## src/rtl/seq_mult.sv

```systemverilog
// Iterative shift-add multiplier: one partial product per clock, valid/ready on both sides.
// Define SEQ_MULT_SIGNED_EN for two's-complement operands and product.
module seq_mult #(
  parameter int unsigned WIDTH = 4
) (
  input  logic               clk,
  input  logic               rst,
  input  logic               in_valid,
  output logic               in_ready,
  input  logic [WIDTH-1:0]   a,
  input  logic [WIDTH-1:0]   b,
  output logic               out_valid,
  input  logic               out_ready,
  output logic [2*WIDTH-1:0] s,
  output logic               busy
);

  localparam int unsigned PW = 2 * WIDTH;
  localparam int unsigned CW = $clog2(WIDTH + 1);

  typedef enum logic [1:0] {
    IDLE = 2'd0,
    BUSY = 2'd1,
    DONE = 2'd2
  } state_e;

  state_e            state_q, state_d;
  logic [WIDTH-1:0]  mcand_q, mcand_d;
  logic [WIDTH-1:0]  mplier_q, mplier_d;
  logic [PW-1:0]     acc_q, acc_d;
  logic [PW-1:0]     s_q, s_d;
  logic [CW-1:0]     cnt_q, cnt_d;

  logic [WIDTH-1:0]  a_load, b_load;
  logic [PW-1:0]     addend, acc_step, result;
  logic              last_step;

`ifdef SEQ_MULT_SIGNED_EN
  logic sign_q, sign_d;

  // Magnitudes fit in WIDTH unsigned bits, including the most-negative value.
  assign a_load = a[WIDTH-1] ? (~a + WIDTH'(1)) : a;
  assign b_load = b[WIDTH-1] ? (~b + WIDTH'(1)) : b;
  assign result = sign_q ? (~acc_step + PW'(1)) : acc_step;
`else
  assign a_load = a;
  assign b_load = b;
  assign result = acc_step;
`endif

  assign addend    = PW'(mcand_q) << cnt_q;
  assign acc_step  = mplier_q[0] ? (acc_q + addend) : acc_q;
  assign last_step = (cnt_q == CW'(WIDTH - 1));

  // Next-state and datapath update
  always_comb begin
    state_d  = state_q;
    mcand_d  = mcand_q;
    mplier_d = mplier_q;
    acc_d    = acc_q;
    s_d      = s_q;
    cnt_d    = cnt_q;
`ifdef SEQ_MULT_SIGNED_EN
    sign_d   = sign_q;
`endif
    case (state_q)
      IDLE: begin
        if (in_valid) begin
          mcand_d  = a_load;
          mplier_d = b_load;
          acc_d    = '0;
          cnt_d    = '0;
`ifdef SEQ_MULT_SIGNED_EN
          sign_d   = a[WIDTH-1] ^ b[WIDTH-1];
`endif
          state_d  = BUSY;
        end
      end
      BUSY: begin
        acc_d    = acc_step;
        mplier_d = mplier_q >> 1;
        cnt_d    = cnt_q + CW'(1);
        if (last_step) begin
          s_d     = result;
          state_d = DONE;
        end
      end
      DONE: begin
        if (out_ready) begin
          state_d = IDLE;
        end
      end
      default: state_d = IDLE;
    endcase
  end

  always_ff @(posedge clk) begin
    if (rst) begin
      state_q  <= IDLE;
      mcand_q  <= '0;
      mplier_q <= '0;
      acc_q    <= '0;
      s_q      <= '0;
      cnt_q    <= '0;
`ifdef SEQ_MULT_SIGNED_EN
      sign_q   <= 1'b0;
`endif
    end else begin
      state_q  <= state_d;
      mcand_q  <= mcand_d;
      mplier_q <= mplier_d;
      acc_q    <= acc_d;
      s_q      <= s_d;
      cnt_q    <= cnt_d;
`ifdef SEQ_MULT_SIGNED_EN
      sign_q   <= sign_d;
`endif
    end
  end

  // Handshake flags come from registered state only; rst merely gates in_ready.
  assign in_ready  = (state_q == IDLE) && !rst;
  assign out_valid = (state_q == DONE);
  assign busy      = (state_q != IDLE);
  assign s         = s_q;

endmodule

```

## config.mk

```make
export PLATFORM = sky130hd
export DESIGN_NAME = seq_mult
export DESIGN_NICKNAME = d
export VERILOG_FILES = /design/src/rtl/seq_mult.sv
export SDC_FILE = /design/constraint.sdc
export NUM_CORES = 1
export LEC_CHECK = 0
export BUFFER_PORTS_ARGS = -buffer_cell sky130_fd_sc_hd__buf_4
export CAP_MARGIN = 20
export CORE_ASPECT_RATIO = 1.25
export CORE_MARGIN = 8
export CORE_UTILIZATION = 30
export CTS_CLUSTER_DIAMETER = 200
export DETAILED_ROUTE_END_ITERATION = 6
export HOLD_SLACK_MARGIN = 0.03
export SYNTH_ARGS = -nofsm -noshare
export SYNTH_HDL_FRONTEND = slang
export SYNTH_SLANG_ARGS = --single-unit
```

## constraint.sdc

```tcl
create_clock -name clk -period 2.5 [get_ports clk]
set_input_delay 0.125 -clock clk [delete_from_list [all_inputs] [get_ports clk]]
set_output_delay 0.125 -clock clk [all_outputs]
set_load 0.02 [all_outputs]
```

# Word level (Yosys, flattened, before mapping)
# Cells that the tools add are included.
# classes
shift	1
div_mod_pow	0
bitwise	0
n_reduce_logical	9
n_addsub	2
n_lt_le_gt_ge	0
n_eq_ne	6
multipliers	0
mux	11
# op_table
operator	count
$mux W8	2
$pmux W8 S2	1
$add A8 B8 Y8	1
$pmux W4 S2	1
$shl A4 B3 Y8	1
$mux W2	3
$pmux W2 S3	1
$pmux W3 S2	1
$reduce_and A2 Y1	3
$mux W4	1
$ne A2 B2 Y1 const B	2
$reduce_bool A2 Y1	2
$add A3 B1 Y3 const B	1
$eq A3 B2 Y1 const B	1
$mux W3	1
$reduce_and A3 Y1	1
$eq A2 B1 Y1 const B	1
$eq A2 B2 Y1 const B	1
$logic_not A2 Y1	1
$ne A2 B1 Y1 const B	1
$logic_and A1 B1 Y1	1
$logic_not A1 Y1	1
# totals
out_inout_bits	11
mem_bits_rw	0
word_cells	35
input_bits	12
mem_count	0
latchBits	0
rom_bits	0
regBits	29

# Logic depth before layout (Yosys ltp)
# depth
ltp_word	4
depth_mapped	12
mapped_depth_nobuf	11

# Worst setup path before layout
# Ideal clock, no wire load.
# synth_timing
path_type	register -> register
from	reg cnt_q[0]
to	reg s_q[7], in the netlist s[7]
path_buffers	1
slack_ns	-0.230
setup_time_ns	0.091
required_time_ns	2.409
period_less_slack_ns	2.730
t_arrival_ns	2.639
path_stages_with_launch	10
cell_sequence	dfxtp_1 buf_6 mux4_2 and2_2 ha_1 nand2_1 a211oi_1 nor3_1 or4_1 a311oi_1
# synth_via
elab_chain_cells	3
word_cells_on_any_way	5
cone_classes	1 x add/sub; 1 x eq/ne; 1 x shift; 1 x mux; 1 x reduce/logical
# synth_lines
element	line_no	rtl
start, declared	32	logic [CW-1:0] cnt_q, cnt_d;
start signal, assigned	114	cnt_q <= cnt_d;
$shl A4 B3 Y8	51	assign addend = PW'(mcand_q) << cnt_q;
$add A8 B8 Y8	52	assign acc_step = mplier_q[0] ? (acc_q + addend) : acc_q;
$mux W8	52	
end signal, assigned	103	s_q <= '0;
end signal, assigned	113	s_q <= s_d;
end, declared	31	logic [PW-1:0] s_q, s_d;
# Several ways; a longest one is shown, not always the timed one.
# A chain may end at the register's enable or synchronous reset.

# Worst setup path after layout
# Ends and elaborated chain as after synthesis.

==> metrics list <==
* Fin Hold WS: 0.0750 ns
- Clock transition at path regs: ~0.070 ns
- Part of the total power dissipated in sequential elements: between 40% and 50%
- Post-synth EDFFs: 0
- Violated checks: setup timing
* Antenna Diode Count: 0
- Net count, final: roughly 300
- For this run, asynchronously set or reset flops after synthesis account for 0%.
- Switching power of the nets: 0.000330 W
- Weighted congestion at the end of routability-driven global placement: 0.827
* Logic pwr share: 19.3%
- The clock network accounts for 35.8% of the total power.
- Antenna violations before repair: 0
* Layout cells sized above 1: between 30% and 40%
* Required time of the critical path: 2.70 ns
* Worst path arrival time: 2.74 ns
- Kind of cell adding the most delay to the critical path: compound AO/OA/AOI/OAI gates
* TritonCTS clock tree: yes
- Number of buffers added by the clock tree synthesis step: 5
- Flop and latch count out of synthesis: 29
- Cell-by-cell listing of the critical path: buf_6 > mux4_2 > and2_4 > ha_4 > a21oi_4 > o21a_1 > a21oi_4 > or4_4 > a311oi_2
- Number of vias after detailed routing: 1,778
- Met2 WL: 2.48 mm
* Worst setup path category: flip-flop to flip-flop
- Of all nets on the critical path, the largest fanout is 4.
* Post-Synthesis Cells: 222
- Number of max-slew violations in the final report: 0
* Path category of the worst min-delay check: input pin to flip-flop
- Timing-limited maximum frequency: around 0.4 GHz
- Outcome: finished with violations
- Remaining DRCs: 0
* Maximum level of the CTS H-tree: 2
* Max-Cap Viols: 0
- Nature of the critical path endpoint: flip-flop
- The mapped netlist covers about 0.0017 sq mm.
- Final period demand of the worst path: 2.54 ns
- Kind of launch point of the worst setup path: flip-flop
- Max rail drop VDD: between 0.2 and 0.25 mV
- In this run the horizontal extent of the chip is 84.3 um.
* Crit path buf inv count: 1
- The cell that appears most often on the critical path is sky130_fd_sc_hd__a21oi_4.
* Post-Syn Nets: 244
- Routed wire length per instance: approximately 14 um
- Height of the die: 101 um
* Largest clock skew in the final design: 0.00799 ns
- In the global route stage, overall resource usage came out at 11.3%.
- Wire length of the first global-routing pass: 7.80 mm
* Clock Sink Count: 29
- For the pin with the worst max-slew slack, the measured transition is roughly 0.56 ns.
- Once detailed placement completed, the half-perimeter wirelength came to 3.39 mm.
- LEAKAGE: 0.988 nW
- The first detailed-routing pass ran for 5 iterations.
- Maximum number of pins on one net before global-route repair: 33
- Die Outline Area: 0.00854 sq mm
- Post-synth cell types: 42
- Dividing the synthesized area by the synthesized cell count gives 7.88 sq um.
- In this design, the stage delay of the slowest critical-path cell is 0.49 ns.
* Antenna violation net count after detailed routing: 0
- Routed met1 length: approximately 2.1 mm
- CTS root buf: sky130_fd_sc_hd__clkbuf_8
- Starting density of the core: 30.7%
* I/O pin cnt: 23
- Port buffering added 22 buffers.
- Power per Cell Area: between 400 and 500 mW/mm^2
- The clock passes through at most 2 buffers.
- The initialized floorplan defines 31 standard-cell rows.
- Number of global-route vias before repair: 1,742
* Setup WS post-layout: -0.0419 ns
- Clock latency of the later-clocked register in the worst-skew pair: 0.29 ns
- The routed design uses approximately 200 um of met3 wire.
* Yosys warning count: 0
* Most common cell after layout, fill and taps aside: sky130_fd_sc_hd__buf_4
- Setup repair after global routing missed its margin: yes
* Sequential element share of the synthesized area: between 30% and 40%
- For this block, the routed nets add up to 4.93 mm of wire.
- Setup violations remaining at the end of the flow were counted as 1.
* Count of endpoints failing hold in the final timing report: 0
- In the finished design, the share of the clock period the worst path needs comes to 102%.
- The highest metal layer carrying signal wires in the routed design is met4.
* CP max-delay cell: sky130_fd_sc_hd__mux4_2
- Cell internal power was estimated by the tool at 0.000773 W.
- Hold buffer count at CTS: 0
- Of the total power, the share spent switching nets is 29.9%.
- Summed over all layers, the global routing overflow is 0.
* Relative area change from synthesis to final layout: 42.9%
- The library cells used most frequently in the layout, excluding fill and tap cells, are sky130_fd_sc_hd__buf_4, sky130_fd_sc_hd__nor2_1, sky130_fd_sc_hd__nand2_1, sky130_fd_sc_hd__dfxtp_1, sky130_fd_sc_hd__a21oi_1.
- For this block, the initial DRC count from the detailed router was 69.
- Sum of internal, switching and leakage power: 0.00110 W
- Mean number of vias per cell: ~5.2
* Primary flip-flop cell chosen by synthesis mapping: sky130_fd_sc_hd__dfxtp_1
* Max transition margin: a little over three fifths
* Core region area: 0.00570 sq mm
-- power by group through the flow --
stage,sequential (W),clock (W),combinational (W)
after CTS,0.000492,0.000409,0.000186
after floorplan,0.000499,0,0.000114
after detailed placement,0.000502,0,0.000177
after global routing,0.000497,0.000433,0.000233
after global placement,0.000502,0,0.000175
final,0.000495,0.000395,0.000213
-- kinds of logic after synthesis --
family / count (synthesis) / share of synthesized area [%]
multiplexers: 10 / 6.58
adder cells (fa/ha/maj): 10 / 7.58
AND/OR/NAND/NOR: 95 / 25.5
flip-flops: 29 / 33.2
buffers and inverters: 16 / 4.01
XOR/XNOR: 3 / 1.50
AO/OA/AOI/OAI: 59 / 21.7
-- repair_timing --
action,CTS,global route
resized for setup,12,31
endpoints found under the setup margin,3,5
pin swaps,9,15
buffers inserted,7,7
-- worst min-delay path, cell delays in order --
cell and delay, ns:
sky130_fd_sc_hd__buf_4 0.11, sky130_fd_sc_hd__nand2_1 0.05, sky130_fd_sc_hd__a21oi_1 0.05
-- path summary, 6_finish.rpt --
check,from,endpoint,slack [ns],cells after the start
min reg2reg,mplier_q[3],mplier_q[3],0.47,2
min,b[3],mplier_q[3],0.08,3
max,cnt_q[0],s[7],-0.04,9
max reg2reg,cnt_q[0],s[7],-0.04,9
-- cells in the mapped netlist, types with 3 or more instances --
cell type,number,area [sq um]
sky130_fd_sc_hd__a311oi_1,4,35.0
sky130_fd_sc_hd__nand3_1,6,30.0
sky130_fd_sc_hd__o31ai_1,3,22.5
sky130_fd_sc_hd__ha_1,9,113
sky130_fd_sc_hd__inv_1,4,15.0
sky130_fd_sc_hd__clkbuf_1,8,30.0
sky130_fd_sc_hd__a21oi_1,19,95.1
sky130_fd_sc_hd__nor3b_1,3,22.5
sky130_fd_sc_hd__nand2_1,29,109
sky130_fd_sc_hd__nor3_1,4,20.0
sky130_fd_sc_hd__o21ai_0,8,40.0
sky130_fd_sc_hd__nor2_1,31,116
sky130_fd_sc_hd__a211oi_1,12,90.1
sky130_fd_sc_hd__nand2b_1,9,56.3
sky130_fd_sc_hd__mux2i_1,7,70.1
sky130_fd_sc_hd__a31oi_1,4,25.0
sky130_fd_sc_hd__dfxtp_1,29,581
sky130_fd_sc_hd__nor2b_1,3,18.8
-- per-stage QoR --
stage / setup TNS, ns / util (%) / area [sq um] / std cells / worst slack, ns
final: -0.0419 / 43.8 / 2500 / 340 / -0.0419
after global routing: -0.209 / 43.8 / 2500 / 340 / -0.118
after CTS: -0.0299 / 40.1 / 2290 / 333 / -0.0299
after detailed placement: -0.110 / 37.0 / 2110 / 318 / -0.0935
after global placement: -0.0310 / 37.0 / 2110 / 318 / -0.0310
after floorplan: 0 / - / 1770 / 222 / 0.0124
-- state kept, by name, indices dropped and copies added, names as in the netlist --
name and cells:
acc_q 8, s 8, mplier_q 4, state_q 2
mcand_q 4, cnt_q 3
-- layout make-up --
type                       instances  area [sq um]
clock inverter                     3          22.5
sequential                        29           584
clock buffer                       5          68.8
tap                               66          82.6
fill                             557          3200
multi-input combinational        177          1290
inverter                           4          15.0
timing repair buffer              56           435
-- layer usage --
metal | GRT usage (%) | vias to the layer above
met5 | 0 | -
met4 | 5.99 | 0
met3 | 3.38 | 15
met2 | 19.5 | 35
met1 | 12.1 | 836
li1 | - | 892
Power figures use the tool's default switching activity.
